File: config.mk
export PLATFORM = sky130hd
export DESIGN_NAME = wb_pmbus_alert_monitor
export DESIGN_NICKNAME = d
export VERILOG_FILES = /design/src/rtl/wb_pmbus_alert_monitor.sv
export SDC_FILE = /design/constraint.sdc
export NUM_CORES = 1
export LEC_CHECK = 0
export ABC_AREA = 1
export CAP_MARGIN = 10
export CORE_MARGIN = 10
export CORE_UTILIZATION = 25
export DETAILED_ROUTE_END_ITERATION = 16
export DONT_BUFFER_PORTS = 1
export PLACE_DENSITY = 0.47
export SLEW_MARGIN = 10
export SYNTH_ARGS = -nofsm -noshare
export SYNTH_HDL_FRONTEND = slang
export SYNTH_SLANG_ARGS = --single-unit
File: constraint.sdc
create_clock -name wb_clk_i -period 3.62 [get_ports wb_clk_i]
set_clock_uncertainty 0.1 [all_clocks]
set_input_delay 0.724 -clock wb_clk_i [delete_from_list [all_inputs] [get_ports wb_clk_i]]
set_output_delay 0.724 -clock wb_clk_i [all_outputs]
set_load 0.1 [all_outputs]
File: src/rtl/wb_pmbus_alert_monitor.sv
// Multi-channel PMBus/SMBus ALERT# monitor on Wishbone: sync, debounce, sticky W1C, masked IRQ.
// Define PMBUS_ALERT_COUNT_EN to build the per-channel saturating event counters (CNT_SEL/COUNT).
module wb_pmbus_alert_monitor #(
    parameter int N_ALERTS    = 4,
    parameter int SYNC_STAGES = 2,
    parameter int DEBOUNCE_W  = 8,
    parameter int CNT_W       = 16
) (
    input  logic                wb_clk_i,
    input  logic                wb_rst_i,
    input  logic [31:0]         wb_adr_i,
    input  logic [31:0]         wb_dat_i,
    input  logic [3:0]          wb_sel_i,
    input  logic                wb_we_i,
    input  logic                wb_cyc_i,
    input  logic                wb_stb_i,
    output logic [31:0]         wb_dat_o,
    output logic                wb_ack_o,
    output logic                wb_err_o,
    input  logic [N_ALERTS-1:0] pmbus_alert_n,
    output logic                irq_o
);

    localparam logic [2:0] A_STATUS   = 3'd0;
    localparam logic [2:0] A_STICKY   = 3'd1;
    localparam logic [2:0] A_MASK     = 3'd2;
    localparam logic [2:0] A_DEBOUNCE = 3'd3;
    localparam logic [2:0] A_CNT_SEL  = 3'd4;
    localparam logic [2:0] A_COUNT    = 3'd5;

    logic [N_ALERTS-1:0]   r_sync [SYNC_STAGES];
    logic [N_ALERTS-1:0]   r_d;
    logic [DEBOUNCE_W-1:0] r_db_cnt [N_ALERTS];
    logic [N_ALERTS-1:0]   r_sticky;
    logic [N_ALERTS-1:0]   r_mask;
    logic [DEBOUNCE_W-1:0] r_debounce;
    logic                  r_ack;
    logic                  r_err;
    logic [31:0]           r_dat;
    logic                  r_irq;

    logic [N_ALERTS-1:0]   w_s;
    logic [DEBOUNCE_W:0]   w_thresh;
    logic [DEBOUNCE_W:0]   w_cnt_inc [N_ALERTS];
    logic [N_ALERTS-1:0]   w_flip;
    logic [N_ALERTS-1:0]   w_rise;
    logic                  w_req;
    logic [2:0]            w_adr;
    logic                  w_unmapped;
    logic                  w_wr;
    logic [N_ALERTS-1:0]   w_w1c;
    logic [31:0]           w_rdata;
    logic                  w_unused;

    assign w_unused = &{1'b0, wb_sel_i, wb_adr_i, wb_dat_i};

    // ---- synchroniser: chain samples the inverted (active-high) pin level
    always_ff @(posedge wb_clk_i) begin
        if (wb_rst_i) begin
            for (int k = 0; k < SYNC_STAGES; k++) r_sync[k] <= '0;
        end else begin
            r_sync[0] <= ~pmbus_alert_n;
            for (int k = 1; k < SYNC_STAGES; k++) r_sync[k] <= r_sync[k-1];
        end
    end

    assign w_s = r_sync[SYNC_STAGES-1];

    // ---- debounce: a zero threshold behaves as one
    assign w_thresh = (r_debounce == '0) ? {{DEBOUNCE_W{1'b0}}, 1'b1} : {1'b0, r_debounce};

    always_comb begin
        w_flip = '0;
        for (int i = 0; i < N_ALERTS; i++) begin
            w_cnt_inc[i] = {1'b0, r_db_cnt[i]} + {{DEBOUNCE_W{1'b0}}, 1'b1};
            w_flip[i]    = (w_s[i] != r_d[i]) && (w_cnt_inc[i] >= w_thresh);
        end
    end

    // A flip towards s=1 is by definition a 0->1 edge of d.
    assign w_rise = w_flip & w_s;

    always_ff @(posedge wb_clk_i) begin
        if (wb_rst_i) begin
            r_d <= '0;
            for (int i = 0; i < N_ALERTS; i++) r_db_cnt[i] <= '0;
        end else begin
            for (int i = 0; i < N_ALERTS; i++) begin
                if (w_s[i] == r_d[i]) begin
                    r_db_cnt[i] <= '0;
                end else if (w_flip[i]) begin
                    r_d[i]      <= w_s[i];
                    r_db_cnt[i] <= '0;
                end else begin
                    r_db_cnt[i] <= w_cnt_inc[i][DEBOUNCE_W-1:0];
                end
            end
        end
    end

    // ---- bus decode: ack/err mask the following cycle so each request answers once
    assign w_req      = wb_stb_i & wb_cyc_i & ~r_ack & ~r_err;
    assign w_adr      = wb_adr_i[4:2];
    assign w_unmapped = w_adr[2] & w_adr[1];
    assign w_wr       = w_req & wb_we_i & ~w_unmapped;
    assign w_w1c      = (w_wr && w_adr == A_STICKY) ? wb_dat_i[N_ALERTS-1:0] : '0;

`ifdef PMBUS_ALERT_COUNT_EN
    logic [4:0]          r_cnt_sel;
    logic [CNT_W-1:0]    r_count [N_ALERTS];
    logic [CNT_W-1:0]    w_cnt_rd;
    logic [N_ALERTS-1:0] w_cnt_clr;

    // Out-of-range selections match no channel: reads give 0, clears hit nothing.
    always_comb begin
        w_cnt_rd  = '0;
        w_cnt_clr = '0;
        for (int i = 0; i < N_ALERTS; i++) begin
            if (r_cnt_sel == 5'(i)) begin
                w_cnt_rd     = r_count[i];
                w_cnt_clr[i] = w_wr && (w_adr == A_COUNT);
            end
        end
    end

    always_ff @(posedge wb_clk_i) begin
        if (wb_rst_i) begin
            r_cnt_sel <= '0;
            for (int i = 0; i < N_ALERTS; i++) r_count[i] <= '0;
        end else begin
            if (w_wr && w_adr == A_CNT_SEL) r_cnt_sel <= wb_dat_i[4:0];
            for (int i = 0; i < N_ALERTS; i++) begin
                if (w_rise[i]) begin
                    if (w_cnt_clr[i])
                        r_count[i] <= {{(CNT_W-1){1'b0}}, 1'b1};
                    else if (!(&r_count[i]))
                        r_count[i] <= r_count[i] + {{(CNT_W-1){1'b0}}, 1'b1};
                end else if (w_cnt_clr[i]) begin
                    r_count[i] <= '0;
                end
            end
        end
    end
`endif

    always_comb begin
        w_rdata = '0;
        case (w_adr)
            A_STATUS:   w_rdata = 32'(r_d);
            A_STICKY:   w_rdata = 32'(r_sticky);
            A_MASK:     w_rdata = 32'(r_mask);
            A_DEBOUNCE: w_rdata = 32'(r_debounce);
`ifdef PMBUS_ALERT_COUNT_EN
            A_CNT_SEL:  w_rdata = 32'(r_cnt_sel);
            A_COUNT:    w_rdata = 32'(w_cnt_rd);
`endif
            default:    w_rdata = '0;
        endcase
    end

    // ---- register file, bus response and interrupt
    always_ff @(posedge wb_clk_i) begin
        if (wb_rst_i) begin
            r_sticky   <= '0;
            r_mask     <= '0;
            r_debounce <= DEBOUNCE_W'(4);
            r_ack      <= 1'b0;
            r_err      <= 1'b0;
            r_dat      <= '0;
            r_irq      <= 1'b0;
        end else begin
            r_sticky <= (r_sticky & ~w_w1c) | w_rise;
            if (w_wr && w_adr == A_MASK)     r_mask     <= wb_dat_i[N_ALERTS-1:0];
            if (w_wr && w_adr == A_DEBOUNCE) r_debounce <= wb_dat_i[DEBOUNCE_W-1:0];
            r_ack <= w_req & ~w_unmapped;
            r_err <= w_req & w_unmapped;
            r_dat <= (w_req && !wb_we_i && !w_unmapped) ? w_rdata : '0;
            r_irq <= |(r_sticky & r_mask);
        end
    end

    assign wb_ack_o = r_ack;
    assign wb_err_o = r_err;
    assign wb_dat_o = r_dat;
    assign irq_o    = r_irq;

endmodule
== Word level (Yosys, flattened, before mapping) ==
Memory sizes are Yosys's and may differ from the RTL's.
Index checks and enable logic that the tools add are counted.

* Memories: 2
* Register bits: 55
* RAM bits: 40
* Bits in latches: 0
* Logic and storage cells: 151
* Bits in read-only memories: 0

* Muxes and demuxes: 64
* Divide/modulo/power cells: 0
* Shift-type cells: 0
* $add $sub $neg: 4
* Bitwise operators: 36
* Reductions and logical operators: 19
* Eq/ne operators: 11
* Order comparisons: 4
* Multipliers: 0

{| class="wikitable"
|+ Memory list
! name !! words !! width !! read ports !! clocked after Yosys merged registers in !! write ports !! RTL line !! RTL
|-
| r_db_cnt || 4 || 8 || 4 || 0 || 4 || 33 || <nowiki>logic [DEBOUNCE_W-1:0] r_db_cnt [N_ALERTS];</nowiki>
|-
| r_sync || 2 || 4 || 2 || 0 || 2 || 31 || <nowiki>logic [N_ALERTS-1:0] r_sync [SYNC_STAGES];</nowiki>
|}

{| class="wikitable"
|+ Operators with widths
! operator !! count
|-
| 2-to-1 mux 8 bit || 13
|-
| 2-to-1 mux 1 bit || 47
|-
| adder 8 x 1 -> 9 bit, second input constant || 4
|-
| greater-or-equal comparator 9 x 8 -> 1 bit || 4
|-
| one-hot mux 8 bit (4 select lines) || 1
|-
| OR 1 bit || 14
|-
| bitwise AND 4 bit || 3
|-
| 2-to-1 mux 4 bit || 3
|-
| logical AND 1 bit || 9
|-
| bitwise AND 1 bit || 8
|-
| zero test 8 bit || 1
|-
| NOT 1 bit || 8
|-
| NOT 4 bit || 2
|-
| AND reduction 2 bit || 4
|-
| == test 3 x 2 -> 1 bit, second input constant || 2
|-
| == test 1 bit || 4
|-
| inequality test 1 bit || 4
|-
| OR 4 bit || 1
|-
| OR reduction 4 bit || 1
|-
| == test 3 x 1 -> 1 bit, second input constant || 1
|-
| zero test 3 bit || 1
|-
| zero test 1 bit || 2
|-
| OR reduction 2 bit || 1
|}

== Depth between registers and ports, before layout ==
* Depth after elaboration: 10
* Mapped depth: 17
* Mapped depth without buffers: 17

== Least setup slack after synthesis ==
OpenSTA, ideal clock, no wires.

* Path kind: register to register
* Start: register r_debounce[4]
* End: memory r_db_cnt[3][0] (data pin)
* Buffers on the path: 0
* Cell stages (with the launch flop): 14
* Data required time: 3.373 ns
* Arrival: 2.041 ns
* Setup slack: 1.331 ns
* Library setup time: 0.147 ns
* Period minus slack after synthesis: 2.289 ns
* Path through: dfxtp_1 > inv_1 > nand4_1 > o41ai_1 > ha_1 > inv_1 > nand2_1 > nand2_1 > nand3_1 > nand2_1 > nand2_1 > nand2_1 > nand4_1 > nor2_1

{| class="wikitable"
|+ RTL lines
! what !! RTL line !! RTL
|-
| start: declaration || 36 || <nowiki>logic [DEBOUNCE_W-1:0] r_debounce;</nowiki>
|-
| start signal: assignment || 174 || <nowiki>if (w_wr && w_adr == A_DEBOUNCE) r_debounce <= wb_dat_i[DEBOUNCE_W-1:0];</nowiki>
|-
| end: declaration || 33 ||
|}

==> flow_metrics.tcl <==
set metrics [dict create \
    run_status "completed" \
    ctsResizeCount 0 \
    power_density_nw_per_um2 423 \
    startpoint_type "register" \
    grt_max_degree 21 \
    irDropWorstVdd_v 0.000193 \
    port_buffers 0 \
    worst_hold_path_type "reg2reg" \
    slew_headroom 0.355 \
    dieArea_um2 22400 \
    htreeDepth 3 \
    start_util 0.255 \
    p_leak_uw 0.00218 \
    vias_per_cell 4.10 \
    final.period_utilization 0.735 \
    crit_path_end_kind "register" \
    layout.nets 670 \
    synth-seq-cells 71 \
    antenna_found_initial 0 \
    critPathSlowestCell "edfxtp_1" \
    worstPathCellList "ha_1, nand3_1, nor3_1, xor2_1, ha_1, a21oi_1, nand2_1, nand2_1, nand4_1, nor2_1" \
    firstDrtPassIters 4 \
    crit_arrival_ps 2740 \
    ys_types 38 \
    die_width_um 150 \
    diodes 0 \
    drt_wl_total_mm 9.50 \
    postCtsHoldBufs 0 \
    tritoncts "done" \
    drc 0 \
    fmax_mhz 376 \
    clk_pin_slew_worst_paths_ps 60 \
    grt_first_pass_wirelength_mm 15.7 \
    boundaryPins 112 \
    dieHeight_um 150 \
    coreArea_um2 16500 \
    final_area_um2 4800 \
    clk_path_buf_depth 2 \
    fin_crit_ps 2660 \
    rows 47 \
    drv_slew 0 \
    netlist_area_um2 4210 \
    wl_per_cell_um 12.1 \
    clock_latency_ps 340 \
    cpPeakStageDelay_ps 400 \
    startpoint "r_db_cnt[3][0]" \
    cts_buffers 9 \
    grt_usage 0.0888 \
    tightest_slew_ps 966 \
    postRouteAntennaNets 0 \
    final-setup-viol-count 0 \
    synth-seq-area-share 0.413 \
    cts.sinks 71 \
    path_buf_inv 0 \
    dp_hpwl_mm 7.37 \
    setup_tns_ps 0 \
    drv_cap 0 \
    grt_overflow 0 \
    timing.rr.start "r_db_cnt[3][0]" \
    pre_cts_ws_ps 958 \
    area_growth_pct 13.8 \
    crit_family "simple AND/OR/NAND/NOR gates" \
    synth_edf_count 32 \
    cp_max_fo 8 \
    post_cts.repair.setup_buffers 0 \
    synth_area_per_cell_um2 8.15 \
    synthArstFlopShare 0 \
    worstPathRequired_ps 3700 \
    drt-initial-drc-count 147 \
    yosys_warnings 0 \
    gp_congestion 0.796 \
    placed_area_um2 4510 \
    min_from "r_sync[0][2]" \
    num_vias 3207 \
    root_buffer "clkbuf_16" \
    total_power_uw 2030 \
    postSynthCellCount 517 \
    fin_ws_ps 959 \
    crit_type "reg2reg" \
    grt_pass1_vias 3186 \
    grt_setup_unrepaired "no" \
    hold_viol_final 0 \
    drive_above_1_share 0.0534 \
    ys.flop_type "dfxtp_1" \
]
-- cells in the mapped netlist (2+ instances only) --
| library cell | number | area, µm² |
|---|---|---|
| a311oi_1 | 2 | 17.5 |
| nor2_1 | 76 | 285 |
| ha_1 | 36 | 450 |
| dfxtp_1 | 39 | 781 |
| o21ai_0 | 9 | 45.0 |
| o22ai_1 | 7 | 43.8 |
| o21bai_1 | 3 | 22.5 |
| conb_1 | 2 | 7.51 |
| nand2_1 | 78 | 293 |
| o21ai_1 | 2 | 10.0 |
| buf_4 | 24 | 180 |
| nand4_4 | 2 | 42.5 |
| clkbuf_1 | 2 | 7.51 |
| xor2_1 | 21 | 184 |
| nand3_1 | 23 | 115 |
| inv_1 | 96 | 360 |
| a21oi_1 | 25 | 125 |
| edfxtp_1 | 32 | 961 |
| a31oi_1 | 3 | 18.8 |
| nor3_1 | 9 | 45.0 |
| xnor2_1 | 3 | 26.3 |
| nand4_1 | 7 | 43.8 |
-- worst paths after layout --
check / to / slack (ps) / depth (start not counted)
worst max register to register: r_db_cnt[3][1] / 960 / 10
worst min register to register: r_sync[0][6] / 300 / 2
worst min-delay path: r_sync[0][6] / 300 / 2
worst max-delay path: r_db_cnt[3][1] / 960 / 10
-- worst register-to-register path, stage by stage (launching register included) --
cell	delay [ps]
edfxtp_1	400
ha_1	200
nand3_1	130
nor3_1	270
xor2_1	260
ha_1	290
a21oi_1	160
nand2_1	70
nand2_1	90
nand4_1	310
nor2_1	210
-- power breakdown --
| group | switching (µW) | internal (µW) |
|---|---|---|
| combinational | 220 | 60.9 |
| sequential | 22.2 | 866 |
| clock | 381 | 477 |
-- per-stage QoR --
stage | utilization | hold WS [ps] | cells
after detailed placement | 0.273 | 297 | 766
final | 0.290 | 303 | 782
after CTS | 0.290 | 306 | 782
after floorplan | - | 288 | 571
after global placement | 0.273 | 295 | 766
after global routing | 0.290 | 317 | 782
-- per-layer routing --
metal	part of all wire	global-route usage	vias to the layer above	routed length [µm]
li1	-	-	1666	-
met1	0.44	0.102	1469	4210
met2	0.48	0.151	62	4570
met3	0.060	0.0263	10	567
met4	0.016	0.0364	0	152
met5	0	0	-	0
-- placed cells by master, fill, tap and decap left out, types with 2 or more instances in the layout --
master / count
clkbuf_16: 9
o21ai_0: 9
nand3_1: 23
a21oi_1: 25
o21bai_1: 3
o22ai_1: 7
inv_1: 96
o21ai_1: 2
dfxtp_1: 39
nor2_1: 76
nand4_1: 7
conb_1: 56
inv_6: 3
buf_4: 3
a31oi_1: 3
nand2_1: 78
xnor2_1: 3
xor2_1: 21
a311oi_1: 2
nor3_1: 9
edfxtp_1: 32
nand4_4: 2
ha_1: 36
-- flip-flops by register name, indices dropped and copies added, names as in the netlist --
signal,cells
r_db_cnt,32
r_debounce,8
r_sync,8
wb_dat_o,8
r_d,4
r_mask,4
r_sticky,4
irq_o,1
wb_ack_o,1
wb_err_o,1
-- cell type report --
| type | instances | area (µm²) |
|---|---|---|
| inverter | 97 | 364 |
| fill | 1808 | 11700 |
| tap | 220 | 275 |
| clock inverter | 7 | 60.1 |
| sequential | 71 | 1740 |
| multi-input combinational | 375 | 2110 |
| clock buffer | 9 | 225 |
| timing repair buffer | 3 | 22.5 |
-- kinds of logic after synthesis --
kind of cell | count (synthesis) | share of synthesized area
buf+inv | 125 | 0.135
fa+ha+maj | 36 | 0.107
simple gates | 202 | 0.214
other cells | 2 | 0.00178
compound gates | 57 | 0.0796
xor+xnor | 24 | 0.0499
flops | 71 | 0.413
Power figures use the tool's default switching activity.
